**src/rtl/seg7_display_capture.sv**
```systemverilog
// Reads back a multiplexed active-low 7-segment bus and turns every change in
// a digit's character into an ASCII event on a valid/ready stream.
module seg7_display_capture #(
  parameter int STABLE_CYCLES = 16,
  parameter int SYNC_STAGES   = 2
) (
  input  logic        clk,
  input  logic        rst_n,
  input  logic [6:0]  seg,
  input  logic [3:0]  an,
  output logic        out_valid,
  input  logic        out_ready,
  output logic [7:0]  out_char,
  output logic [1:0]  out_pos,
  output logic        out_err,
  output logic [31:0] display,
  output logic        all_seen
);

  localparam int CW = $clog2(STABLE_CYCLES + 1);

  logic [6:0]    seg_sync_q [SYNC_STAGES];
  logic [6:0]    seg_sync_d [SYNC_STAGES];
  logic [3:0]    an_sync_q  [SYNC_STAGES];
  logic [3:0]    an_sync_d  [SYNC_STAGES];
  logic [10:0]   prev_q, prev_d;
  logic [CW-1:0] cnt_q, cnt_d;
  logic [31:0]   display_q, display_d;
  logic [3:0]    err_q, err_d;
  logic [3:0]    pending_q, pending_d;
  logic [3:0]    seen_q, seen_d;
  logic          out_valid_q, out_valid_d;
  logic [7:0]    out_char_q, out_char_d;
  logic [1:0]    out_pos_q, out_pos_d;
  logic          out_err_q, out_err_d;

  logic [6:0]  seg_s;
  logic [3:0]  an_s;
  logic [10:0] sample;
  logic        sample_ok;
  logic [1:0]  cpos;
  logic        commit;
  logic [8:0]  dec;
  logic        load_en;
  logic [1:0]  load_pos;

  // Returns {err, ascii} for an active-low segment pattern (bit6..bit0).
  function automatic logic [8:0] decode(input logic [6:0] p);
    case (p)
      7'b1000000: decode = {1'b0, 8'h30};
      7'b1111001: decode = {1'b0, 8'h31};
      7'b0100100: decode = {1'b0, 8'h32};
      7'b0110000: decode = {1'b0, 8'h33};
      7'b0011001: decode = {1'b0, 8'h34};
      7'b0010010: decode = {1'b0, 8'h35};
      7'b0000010: decode = {1'b0, 8'h36};
      7'b1111000: decode = {1'b0, 8'h37};
      7'b0000000: decode = {1'b0, 8'h38};
      7'b0010000: decode = {1'b0, 8'h39};
      7'b0100000: decode = {1'b0, 8'h41};
      7'b0000011: decode = {1'b0, 8'h42};
      7'b0100111: decode = {1'b0, 8'h43};
      7'b0100001: decode = {1'b0, 8'h44};
      7'b0000110: decode = {1'b0, 8'h45};
      7'b0001110: decode = {1'b0, 8'h46};
      7'b1000010: decode = {1'b0, 8'h47};
      7'b0001011: decode = {1'b0, 8'h48};
      7'b1101110: decode = {1'b0, 8'h49};
      7'b1110010: decode = {1'b0, 8'h4A};
      7'b0001010: decode = {1'b0, 8'h4B};
      7'b1000111: decode = {1'b0, 8'h4C};
      7'b0101010: decode = {1'b0, 8'h4D};
      7'b0101011: decode = {1'b0, 8'h4E};
      7'b0100011: decode = {1'b0, 8'h4F};
      7'b0001100: decode = {1'b0, 8'h50};
      7'b0011000: decode = {1'b0, 8'h51};
      7'b0101111: decode = {1'b0, 8'h52};
      7'b1010010: decode = {1'b0, 8'h53};
      7'b0000111: decode = {1'b0, 8'h54};
      7'b1100011: decode = {1'b0, 8'h55};
      7'b1010101: decode = {1'b0, 8'h56};
      7'b0010101: decode = {1'b0, 8'h57};
      7'b1101011: decode = {1'b0, 8'h58};
      7'b0010001: decode = {1'b0, 8'h59};
      7'b1100100: decode = {1'b0, 8'h5A};
      7'b0111111: decode = {1'b0, 8'h2D};
      7'b1110111: decode = {1'b0, 8'h5F};
      7'b1111111: decode = {1'b0, 8'h20};
      default:    decode = {1'b1, 8'h00};
    endcase
  endfunction

  always_comb begin
    seg_sync_d[0] = seg;
    an_sync_d[0]  = an;
    for (int i = 1; i < SYNC_STAGES; i++) begin
      seg_sync_d[i] = seg_sync_q[i-1];
      an_sync_d[i]  = an_sync_q[i-1];
    end
  end

  assign seg_s  = seg_sync_q[SYNC_STAGES-1];
  assign an_s   = an_sync_q[SYNC_STAGES-1];
  assign sample = {an_s, seg_s};
  assign dec    = decode(seg_s);

  always_comb begin
    sample_ok = 1'b1;
    cpos      = 2'd0;
    case (an_s)
      4'b1110: cpos = 2'd0;
      4'b1101: cpos = 2'd1;
      4'b1011: cpos = 2'd2;
      4'b0111: cpos = 2'd3;
      default: sample_ok = 1'b0;
    endcase
  end

  // Commit on the one cycle the counter steps into STABLE_CYCLES.
  always_comb begin
    prev_d = sample;
    cnt_d  = cnt_q;
    commit = 1'b0;
    if (!sample_ok || sample != prev_q) begin
      cnt_d = '0;
    end else if (cnt_q != CW'(STABLE_CYCLES)) begin
      cnt_d  = cnt_q + 1'b1;
      commit = (cnt_q == CW'(STABLE_CYCLES - 1));
    end
  end

  always_comb begin
    display_d   = display_q;
    err_d       = err_q;
    pending_d   = pending_q;
    seen_d      = seen_q;
    out_valid_d = out_valid_q;
    out_char_d  = out_char_q;
    out_pos_d   = out_pos_q;
    out_err_d   = out_err_q;
    load_en     = 1'b0;
    load_pos    = 2'd0;

    // Descending scan so the lowest pending index wins.
    if (!out_valid_q) begin
      for (int i = 3; i >= 0; i--) begin
        if (pending_q[i]) begin
          load_en  = 1'b1;
          load_pos = 2'(i);
        end
      end
    end

    if (load_en) begin
      pending_d[load_pos] = 1'b0;
    end

    // Applied after the load clear so a same-cycle change on the loaded digit stays pending.
    if (commit) begin
      seen_d[cpos] = 1'b1;
      if (dec != {err_q[cpos], display_q[{cpos, 3'b000} +: 8]}) begin
        display_d[{cpos, 3'b000} +: 8] = dec[7:0];
        err_d[cpos]     = dec[8];
        pending_d[cpos] = 1'b1;
      end
    end

    if (out_valid_q) begin
      if (out_ready) begin
        out_valid_d = 1'b0;
      end
    end else if (load_en) begin
      out_valid_d = 1'b1;
      out_char_d  = display_q[{load_pos, 3'b000} +: 8];
      out_err_d   = err_q[load_pos];
      out_pos_d   = load_pos;
    end
  end

  always_ff @(posedge clk or negedge rst_n) begin
    if (!rst_n) begin
      for (int i = 0; i < SYNC_STAGES; i++) begin
        seg_sync_q[i] <= '1;
        an_sync_q[i]  <= '1;
      end
      prev_q      <= '1;
      cnt_q       <= '0;
      display_q   <= 32'h20202020;
      err_q       <= '0;
      pending_q   <= '0;
      seen_q      <= '0;
      out_valid_q <= 1'b0;
      out_char_q  <= '0;
      out_pos_q   <= '0;
      out_err_q   <= 1'b0;
    end else begin
      for (int i = 0; i < SYNC_STAGES; i++) begin
        seg_sync_q[i] <= seg_sync_d[i];
        an_sync_q[i]  <= an_sync_d[i];
      end
      prev_q      <= prev_d;
      cnt_q       <= cnt_d;
      display_q   <= display_d;
      err_q       <= err_d;
      pending_q   <= pending_d;
      seen_q      <= seen_d;
      out_valid_q <= out_valid_d;
      out_char_q  <= out_char_d;
      out_pos_q   <= out_pos_d;
      out_err_q   <= out_err_d;
    end
  end

  assign out_valid = out_valid_q;
  assign out_char  = out_char_q;
  assign out_pos   = out_pos_q;
  assign out_err   = out_err_q;
  assign display   = display_q;
  assign all_seen  = &seen_q;

endmodule

```
**config.mk**
```make
export PLATFORM = sky130hd
export DESIGN_NAME = seg7_display_capture
export DESIGN_NICKNAME = d
export VERILOG_FILES = /design/src/rtl/seg7_display_capture.sv
export SDC_FILE = /design/constraint.sdc
export NUM_CORES = 1
export LEC_CHECK = 0
export CAP_MARGIN = 20
export CORE_ASPECT_RATIO = 0.9
export CORE_MARGIN = 2
export CORE_UTILIZATION = 58
export CTS_CLUSTER_SIZE = 40
export DETAILED_ROUTE_END_ITERATION = 10
export DONT_BUFFER_PORTS = 1
export PLACE_DENSITY = 0.76
export SLEW_MARGIN = 5
export SYNTH_ARGS = -nofsm -noshare
export SYNTH_HDL_FRONTEND = slang
export SYNTH_SLANG_ARGS = --single-unit
```
**constraint.sdc**
```tcl
create_clock -name clk -period 4.1 [get_ports clk]
set_clock_uncertainty 0.2 [all_clocks]
set_input_delay 0.615 -clock clk [delete_from_list [all_inputs] [get_ports clk]]
set_output_delay 0.615 -clock clk [all_outputs]
set_load 0.01 [all_outputs]
```
### Word level (Yosys, flattened, before mapping)

Memories as Yosys holds them, arrays and structs flattened.
Cells that the tools add are included.

| storage, ports and cells | value |
|---|---|
| memories | 1 |
| register bits | 94 |
| output and inout port bits | 45 |
| bits of input ports | 14 |
| word-level logic and storage cells | 79 |
| memory bits (read-only) | 1,024 |

Memories:

| name | depth | width | rd ports | clocked after memory_dff | wr ports | line | source |
|---|---|---|---|---|---|---|---|
| (name not given) | 128 | 8 | 1 | 0 | 0 | 49 | `case (p)` |

| cells by class | value |
|---|---|
| add/sub/neg operators | 2 |
| muxes and demuxes | 32 |
| reduce and logical (&&, ||, !) cells | 9 |
| bitwise gates (word level) | 5 |
| order comparisons | 4 |
| equal/unequal tests | 8 |
| shifts and indexed selects | 4 |

Operator list:

| operator | count |
|---|---|
| $shiftx A32 B6 Y8 | 2 |
| $bwmux W32 | 1 |
| $shift A8 B7 Y32 const A | 1 |
| $shiftx A8 B7 Y32 | 1 |
| $mux W1 | 15 |
| $eq A4 B4 Y1 const B | 3 |
| $mux W4 | 3 |
| $ne A11 B11 Y1 | 1 |
| $mux W2 | 5 |
| $mux W5 | 2 |
| $ne A9 B9 Y1 | 1 |
| $or A4 B4 Y4 | 2 |
| $neg A5 Y7 | 1 |
| $lt A2 B3 Y1 const B | 2 |
| $pmux W2 S3 | 1 |
| $add A5 B1 Y5 const B | 1 |
| $eq A5 B4 Y1 const B | 1 |
| $ne A5 B5 Y1 const B | 1 |
| $and A4 B4 Y4 | 1 |
| $bmux W1 S2 | 2 |
| $bwmux W4 | 1 |
| $demux W1 S2 | 2 |
| $eq A4 B3 Y1 const B | 1 |
| $ge A2 B1 Y1 const B | 2 |
| 9 further kinds | 11 |

### Depth between registers and ports, before layout

Gate-level depths: netlist of the first run.

| logic depth | value |
|---|---|
| depth after elaboration | 15 |
| mapped depth | 13 |
| depth with buffers taken out | 10 |

### Worst setup path after synthesis of the first run

No wires, ideal clock.

| timing | value |
|---|---|
| path kind | register to register |
| from | reg seg_sync_q, in the netlist seg_s[1] |
| to | reg err_q[1] |
| slack | 290 ps |
| buffers on the path | 2 |
| data arrival time | 3,482 ps |
| data required time | 3,772 ps |
| period minus slack after synthesis | 3,810 ps |
| stages on the path, launching flop included | 13 |
| path through | dfstp_2 -> clkbuf_1 -> inv_1 -> ha_1 -> mux2_1 -> mux4_2 -> o32ai_2 -> a31o_4 -> xnor2_1 -> or4_4 -> buf_6 -> o21bai_2 -> mux2_1 |

| on the way | value |
|---|---|
| longest elaborated chain between the ends | 4 |
| elaborated cells on any way between the ends | 7 |

Ends and longest elaborated chain:

| element | line | source |
|---|---|---|
| start: declaration | 22 | `logic [6:0] seg_sync_q [SYNC_STAGES];` |
| start signal: indexed assignment | 198 | `seg_sync_q[i] <= seg_sync_d[i];` |
| parallel branches: the longest is 4 deep, another holds $mem_v2 Z128 W8 | -- |  |
| end signal: assignment | 204 | `err_q <= err_d;` |
| end: declaration | 29 | `logic [3:0] err_q, err_d;` |

Parallel ways; which one is timed is not known.
A chain may end at the register's enable or synchronous reset.

### Worst setup path in the final report of the first run

| timing | value |
|---|---|
| from | reg seg_sync_q, in the netlist seg_s[0] |
| to | reg display_q[4] (netlist: display[4]) |

| on the way | value |
|---|---|
| longest elaborated chain between the ends | 4 |
| elaborated cells on any way between the ends | 8 |

Ends and longest elaborated chain:

| element | line | source |
|---|---|---|
| parallel branches: the longest is 4 deep, another holds $mem_v2 Z128 W8 | -- |  |
| end signal: assignment | 203 | `display_q <= display_d;` |
| end: declaration | 28 | `logic [31:0] display_q, display_d;` |

Parallel ways; which one is timed is not known.

==> impl_results.md, run 1 <==
- N_diodes: 0
- Final TNS setup: 0 ns
- WHS: 0.0390 ns
- Kind of critical path: reg2reg
- Comb power frac: 12.8%
- Share of layout cells above drive strength 1: 21.3%
- Switching share of power: 28.9%
- First-pass GRT wire length: 20100 um
- Die H: 94.2 um
- CTS Buf Count: 9
- Setup crit start: seg_s[0]$_DFF_PN1_
- Synth cell count leaders: dfrtp_1 (52), dfstp_2 (37), o2bb2ai_1 (28), mux2i_1 (27)
- Post-Syn Instances: 479
- Largest net degree at the start of global routing: 90
- DPL Wire Length: 8670 um
- RSZ-0062 raised after global routing: no
- Count leader, synth: dfrtp_1
- Crit-path max cell delay: 0.65 ns
- Outcome: completed
- Final Cell Area: 0.00555 sq mm
- CP Launch Type: flop
- # setup viols final: 0
- DRT iter0 DRCs: 613
- Dpl ws: 0.337 ns
- Port bufs: 0
- CTS tree: yes
- I/O pin count: 59
- Ys Warns: 0
- Hold Fails Final Rpt: 0
- Avg Inst Size Synth: 11.0 sq um
- R2r startpoint: seg_s[0]$_DFF_PN1_
- Core Rows: 32
- Max-cap violation count: 0
- Part of the power in registers: 54.7%
- Peak Freq: 263 MHz
- Clk Latency, worst-skew pair: 0.37 ns
- EDFF count, synth: 0
- Ranking of synthesized cells by area: dfrtp_1 (25%), dfstp_2 (19%), mux2i_1 (5.2%)
- Seq/Total Area, Yosys: 43.3%
- RD Place Congestion: 0.958
- Vias: 3971
- Final core utilization: 63.9%
- Number of synthesized register bits: 89
- Placed cell area: 0.00533 sq mm
- Vias per cell: 6.60
- Layout area overhead: 5.82%
- Int Pwr: 1.21 mW
- Overflow after GRT: 0
- Htree depth: 3
- Slew margin rel.: 33.1%
- Slowest cell on crit path: dfstp_2
- Unique masters post-synth: 70
- Pwr Total: 1.71 mW
- Clock root cell: clkbuf_8
- Total Wirelength: 12400 um
- Clock buffer depth: 2
- # DRC: 0
- Min-delay src: seg[3]
- Critical path cell sequence: inv_1 > ha_1 > a21oi_1 > a311oi_1 > o31ai_1 > a32o_1 > xor2_1 > nand4_1 > buf_4 > o211ai_2 > o2bb2ai_1
- CP endpoint kind: flop
- Post-synth ARST share: 100%
- Initial core utilization: 60.4%
- Clock power frac: 32.5%
- Final ANT Viol Nets: 0
- Initial antenna violation count: 0
- Core ar.: 0.00869 sq mm
- WP data required: 4.19 ns
- Worst-path fanout max: 10
- Die width: 104 um
- Leakage: 2.36 nW
- Clk sink count: 89
- Synth top area share: 24.8%
- Cell Pwr Density: 307 mW/mm^2
- Min-Delay Path Class: in2reg
- Cell taking the most area after synthesis: dfrtp_1
- Fin crit share: 92.9%
- Max-slew violation count: 0
- WP buf/inv: 2
- 1st-pass router iterations: 6
- Top Family by Delay on Critical Path: compound AO/OA/AOI/OAI gates
- Global-route total usage across every layer: 26.2%
- Peak VDD IR: 0.248 mV
- Worst-Margin Slew: 1.00 ns
- Clk slew on worst S/H paths: 0.09 ns
- Number of global-route vias before repair: 3799
- Die Area: 0.00982 sq mm
- Primary FF master, synth: dfrtp_1
- Post-Layout Cell Count: 602
- Critical Path AT: 3.90 ns
- Setup ws final: 0.290 ns
- Final net count: 511
- P_sw: 0.494 mW
- Placed Cells: 583
- Crit path time final: 3.81 ns
- WL/cell: 20.6 um
- Syn Std Cell Area: 0.00525 sq mm
==> timing repair <==
| action | 4_1_cts | 5_1_grt |
|---|---|---|
| buffers inserted | 0 | 0 |
| resized for setup | 0 | 0 |
| hold endpoints to repair | 89 | 0 |
| hold buffers | 2 | 0 |
==> worst register-to-register path: stages, from the launching register on <==
cell	delay, ns
dfstp_2	0.65
inv_1	0.18
ha_1	0.34
a21oi_1	0.33
a311oi_1	0.19
o31ai_1	0.12
a32o_1	0.36
xor2_1	0.20
nand4_1	0.29
buf_4	0.32
o211ai_2	0.39
o2bb2ai_1	0.17
==> flip-flops by register name, indices dropped and copies added, names as in the netlist, 2 cells and up <==
name        flops
display        28
prev_q         11
out_char        7
seg_s           7
seg_sync_d      7
cnt_q           5
an_s            4
an_sync_d       4
err_q           4
pending_q       4
seen_q          4
out_pos         2
==> worst paths after layout <==
path / end / slack [ns] / cells after the start
worst max-delay path: display[4]$_DFFE_PN0P_ / 0.29 / 11
worst min-delay path: seg_sync_d[3]$_DFF_PN1_ / 0.04 / 0
worst min register to register: seg_s[1]$_DFF_PN1_ / 0.16 / 0
max in group asynchronous: seg_sync_d[2]$_DFF_PN1_ / 2.71 / 2
min in group asynchronous: cnt_q[4]$_DFFE_PN0P_ / 0.61 / 2
worst max register to register: display[4]$_DFFE_PN0P_ / 0.29 / 11
==> power groups by stage <==
stage / Combinational (mW) / Clock (mW) / Sequential, mW
2_1_floorplan: 0.169 / 0 / 0.933
3_3_place_gp: 0.197 / 0 / 0.948
3_5_place_dp: 0.196 / 0 / 0.948
4_1_cts: 0.218 / 0.568 / 0.933
5_1_grt: 0.240 / 0.608 / 0.935
6_report: 0.219 / 0.555 / 0.933
==> cell usage in the layout (no fill, tap or decap), types with 10 or more instances in the layout <==
cell type,instances
nand2_1,25
mux2i_1,27
nor2_1,25
mux2_2,10
ha_1,19
nor3_1,11
o2bb2ai_1,28
dfrtp_1,52
xor2_1,18
buf_4,14
xnor2_1,10
a21oi_1,19
inv_1,14
nand2b_1,14
o21ai_0,11
dfstp_2,37
==> cell families (layout without fill, tap and decap cells) <==
family | after synthesis | after routing | synth area share (%)
other cells | 1 | 5 | 0.0715
compound gates | 132 | 132 | 21.9
mux | 43 | 43 | 9.01
simple gates | 119 | 119 | 11.7
xor+xnor | 28 | 28 | 4.67
fa+ha+maj | 19 | 19 | 4.53
buf+inv | 48 | 48 | 4.77
flops | 89 | 89 | 43.3
==> final cells by class <==
type                       instances  area [sq um]
tap                              119           149
fill                             702          3140
clock inverter                     7          53.8
timing repair buffer              17           150
multi-input combinational        346          2740
inverter                          15          58.8
clock buffer                       9           124
sequential                        89          2270
==> metal layers <==
| layer | share of wire (%) | global-route usage, % |
|---|---|---|
| met1 | 45 | 37.8 |
| met2 | 46 | 39.3 |
| met3 | 7.7 | 6.31 |
| met4 | 1.8 | 8.11 |
| met5 | 0 | 0 |
(Power assumes the default switching activity.)
==> inputs of run 2 (changes only) <==
- CORE_UTILIZATION: 58 -> 61
- PLACE_DENSITY: 0.76 -> 0.77
- clock period: 4.1 -> 4.2 ns (I/O delays scaled with it)
==> impl_results.md, run 2 (synthesis results as in run 1) <==
- WL/cell: 19.5 um
- Final net count: 509
- Crit-path max cell delay: 0.68 ns
- CP endpoint kind: flop
- Clock power frac: 31.5%
- Number of global-route vias before repair: 3785
- Core Rows: 32
- P_sw: 0.458 mW
- Overflow after GRT: 0
- RSZ-0062 raised after global routing: no
- Total Wirelength: 11700 um
- Outcome: completed
- Max-cap violation count: 0
- Critical path cell sequence: inv_1 > ha_1 > nor2b_1 > mux4_2 > o32ai_2 > a31o_4 > xnor2_1 > or4_4 > o211ai_1 > mux2_2
- WP data required: 4.25 ns
- Max-slew violation count: 0
- Final TNS setup: 0 ns
- Worst-Margin Slew: 0.966 ns
- Part of the power in registers: 55.9%
- Cell Pwr Density: 296 mW/mm^2
- Min-Delay Path Class: in2reg
- Peak VDD IR: 0.233 mV
- # setup viols final: 0
- CP Launch Type: flop
- Most frequent cells in the layout: dfrtp_1 (52), dfstp_2 (37), o2bb2ai_1 (28)
- 1st-pass router iterations: 7
- DRT iter0 DRCs: 449
- Largest net degree at the start of global routing: 90
- CTS Buf Count: 9
- Critical Path AT: 3.95 ns
- I/O pin count: 59
- Initial antenna violation count: 0
- N_diodes: 0
- Port bufs: 0
- Kind of critical path: reg2reg
- Worst-path fanout max: 12
- Comb power frac: 12.6%
- Clk sink count: 89
- Core ar.: 0.00845 sq mm
- Layout area overhead: 5.32%
- Fillers: 617
- Clock buffer depth: 2
- CTS tree: yes
- Post-CTS Resized: 0
- Share of layout cells above drive strength 1: 21.0%
- Clock root cell: clkbuf_8
- Vias per cell: 6.47
- Initial core utilization: 62.1%
- Clk Latency, worst-skew pair: 0.37 ns
- Die Area: 0.00936 sq mm
- DPL Wire Length: 8110 um
- Vias: 3879
- Max reg flops: 28
- Hold Fails Final Rpt: 0
- Slowest cell on crit path: or4_4
- Switching share of power: 28.0%
- Peak Freq: 256 MHz
- Crit path time final: 3.90 ns
- RD Place Congestion: 1.01
- Global-route total usage across every layer: 26.4%
- Die width: 102 um
- Die H: 92.0 um
- # DRC: 0
- WHS: 0.0544 ns
- Int Pwr: 1.18 mW
- First-pass GRT wire length: 19500 um
- Commonest non-fill, non-tap cell in the layout: dfrtp_1
- Final ANT Viol Nets: 0
- Htree depth: 3
- Fin crit share: 92.9%
- Clk slew on worst S/H paths: 0.08 ns
- Leakage: 2.36 nW
- Slew margin rel.: 35.4%
run 2: changes by cell type in the layout (fill, tap and decap cells not counted):
cell / previous run / this run
buf_2: 0 / 1
clkinv_2: 1 / 4
buf_4: 14 / 12
clkinvlp_4: 3 / 1
inv_6: 2 / 1
clkbuf_4: 1 / 0
run 2: through the flow:
stage	cell area [sq um]	setup slack (ns)	util (%)	power, mW	std cells
detailed placement	5310	0.359	62.9	1.11	581
finish	5530	0.298	65.4	1.63	600
floorplan	5260	0.390	-	1.08	483
global route	5530	0.100	65.4	1.72	600
CTS	5520	0.321	65.3	1.65	599
global placement	5310	0.420	62.9	1.11	581
run 2: repair_timing:
action                                 4_1_cts  5_1_grt
hold buffers                                 2        0
endpoints found under the hold margin       89        0
setup buffers                                0        0
run 2: area by class of cell:
class / instances / area [sq um] / area share, %
flip-flops and latches: 89 / 2270 / 41.1
well taps: 119 / 149 / 2.69
clock inverters: 7 / 45.0 / 0.815
inverters: 15 / 58.8 / 1.06
repair buffers: 15 / 133 / 2.40
clock buffers: 9 / 124 / 2.24
multi-input cells: 346 / 2740 / 49.6
run 2: critical path, delay by kind of cell, from the launching register on:
kind	cells	cell delay (ns)
adder cells (fa/ha/maj)	1	0.37
buffers and inverters	1	0.16
AO/OA/AOI/OAI	3	0.60
AND/OR/NAND/NOR	2	0.88
multiplexers	2	0.86
XOR/XNOR	1	0.08
flip-flops	1	0.65
run 2: final timing paths:
kind	start	end	slack (ns)	cells after the start
worst max-delay path	seg_s[0]$_DFF_PN1_	err_q[0]$_DFFE_PN0P_	0.30	10
worst min-delay path	seg[0]	seg_sync_d[0]$_DFF_PN1_	0.05	0
worst max register to register	seg_s[0]$_DFF_PN1_	err_q[0]$_DFFE_PN0P_	0.30	10
worst min register to register	seg_sync_d[0]$_DFF_PN1_	seg_s[0]$_DFF_PN1_	0.16	0
max in group asynchronous	rst_n	prev_q[9]$_DFF_PN1_	2.78	2
min in group asynchronous	rst_n	cnt_q[2]$_DFFE_PN0P_	0.61	2
run 2: per-layer routing:
| metal | part of all wire (%) | track usage, % | wire (um) | up-vias |
|---|---|---|---|---|
| li1 | - | - | - | 1775 |
| met1 | 44 | 39.4 | 5120 | 1868 |
| met2 | 45 | 37.9 | 5310 | 211 |
| met3 | 8.9 | 6.78 | 1040 | 25 |
| met4 | 1.8 | 7.66 | 210 | 0 |
| met5 | 0 | 0 | 0 | - |
run 2: power by group through the flow:
stage	Combinational, mW	Sequential [mW]	Clock, mW
detailed placement	0.183	0.929	0
CTS	0.204	0.913	0.536
global placement	0.182	0.928	0
global route	0.226	0.917	0.575
floorplan	0.165	0.911	0
finish	0.206	0.914	0.516
==> edit (settings of run 2) <==
`pending_q` no longer has a reset.
--- a/src/rtl/seg7_display_capture.sv
+++ b/src/rtl/seg7_display_capture.sv
@@ -189,3 +189,2 @@
       err_q       <= '0;
-      pending_q   <= '0;
       seen_q      <= '0;
@@ -204,3 +203,2 @@
       err_q       <= err_d;
-      pending_q   <= pending_d;
       seen_q      <= seen_d;
@@ -211,2 +209,6 @@
     end
+  end
+
+  always_ff @(posedge clk) begin
+    pending_q <= pending_d;
   end
Function: no difference found for any inputs over 10 cycles, from zero or initial values and one cycle with rst_n low; that may be too few to reach the edited logic, so the function may still have changed.
==> edit against run 2 <==
- setup slack lost 75 ps
- count of clock-buffer cells in the layout is the same
- synthesized area shrank 0.38%
- worst hold slack lost 0.97 ps
- non-clock buffer count grew 3
- total power grew 30%
- sequential cell count is the same
- highest routed layer unchanged
- sequential share of layout area shrank 1.2 points
- routed wire length grew 6.0%
- cell area grew 2.2%
==> edit: results (changes against run 2) <==
The wire length reported by the detailed router came out at 12400 µm (+6.0%). By area the synthesized netlist is led by sky130_fd_sc_hd__dfrtp_1, sky130_fd_sc_hd__dfstp_2, sky130_fd_sc_hd__mux2i_1, sky130_fd_sc_hd__o2bb2ai_1, sky130_fd_sc_hd__ha_1. The largest net degree at the start of global routing is 86 (-4.4%).

The portion of total power attributed to combinational logic is 0.142 (+0.016). The pre-CTS worst setup slack is 115 ps (-244 ps). The flow ran to the end, and the final reports show no timing, DRC or antenna violations.

The instance count after placement with tap cells included came out at 582 (+0.17%). The last weighted congestion value of the routability-driven placer came out at 0.957 (-4.8%). The via count was 3952 (+1.9%).

The largest incremental delay on the critical path was 750 ps (+70 ps). The largest fanout on the critical path is 20 (+8). The slew at the pin closest to its max-slew limit is 936 ps (-29.5 ps). The switching portion of total power came out at 0.284 (+0.00376). The setup slack on the worst flop-to-flop path is 220 ps (-70 ps). The met1 track demand over resource came out at 0.419 (+0.0255). The number of nets in the final layout is 512 (+0.59%). The half-perimeter wire length after placement is 8480 µm (+4.6%).

The clock period minus final worst setup slack came out at 3980 ps (+74.6 ps). The first-pass GRT wire length came out at 20300 µm (+4.1%). The cell count of the worst reg-to-reg path came out at 11 (+1).

The path with the worst hold slack has its endpoint at seg_sync_d[4]. The minimum hold slack came out at 53.4 ps (-0.975 ps). The first-iteration detailed-routing DRC count came out at 351 (-22%).

The async set-or-reset flop fraction in the synthesized netlist is 0.955 (-0.0449). The count of fill cells added during filler insertion is 626 (+1.5%). The cell area after placement came out at 5300 µm² (-0.24%). The count of TritonRoute iterations in the first routing pass is 5 (-2). The leakage power summed over all cells is 2.38 nW (+1.2%). The via count of the first global-routing pass came to 3819 (+0.90%). The worst voltage drop across the vdd grid came to 0.296 mV (+27%).

The startpoint identified for the worst hold timing path is seg[4]. The cell family with the largest share of critical-path delay is multiplexers. The overall fraction of global-route tracks in use came out at 0.281 (+0.0165).
-- edit: cell count changes in the layout (fill, tap and decap cells not counted), sizes merged --
cell	before	now
buf	14	17
bufinv	0	4
inv	16	17
dfxtp	0	4
clkinv	5	1
dfrtp	52	48
clkinvlp	1	0
-- edit: how the worst max path moves through the flow --
stage             start         end  cells past startpoint
4_1_cts        seg_s[1]  display[1]                     11
6_report       seg_s[1]  display[1]                     11
5_1_grt        seg_s[1]  display[1]                     11
3_3_place_gp   seg_s[1]  display[3]                     11
3_5_place_dp   seg_s[1]  display[0]                     10
2_1_floorplan  seg_s[1]    err_q[1]                     12
-- edit: area by class of cell --
cell class | instances | area [µm²] | area share
sequential | 89 | 2260 | 0.400
timing repair buffer | 18 | 155 | 0.0275
multi-input combinational | 346 | 2750 | 0.488
clock buffer | 9 | 124 | 0.0219
tap | 119 | 149 | 0.0264
clock inverter | 7 | 149 | 0.0264
inverter | 15 | 58.8 | 0.0104
-- edit: cells by family (layout without fill, tap and decap cells) --
logic type / after synthesis / count (layout) / share of synthesized area
AO/OA/AOI/OAI: 132 / 132 / 0.220
AND/OR/NAND/NOR: 119 / 119 / 0.117
flip-flops: 89 / 89 / 0.431
buffers and inverters: 48 / 49 / 0.0479
multiplexers: 43 / 43 / 0.0905
XOR/XNOR: 28 / 28 / 0.0469
adder cells (fa/ha/maj): 19 / 19 / 0.0455
other: 1 / 5 / 0.000718
-- edit: metal layers --
layer	vias up	share of wire
li1	1783	-
met5	-	0
met1	1966	0.45
met4	0	0.016
met3	19	0.074
met2	184	0.46
-- edit: timing repair --
| item | in CTS | in global routing |
|---|---|---|
| endpoints found under the hold margin | 85 | 0 |
| setup endpoints to repair | 0 | 7 |
| setup buffers | 0 | 2 |
| hold buffers | 2 | 0 |
| gates resized for setup | 0 | 3 |
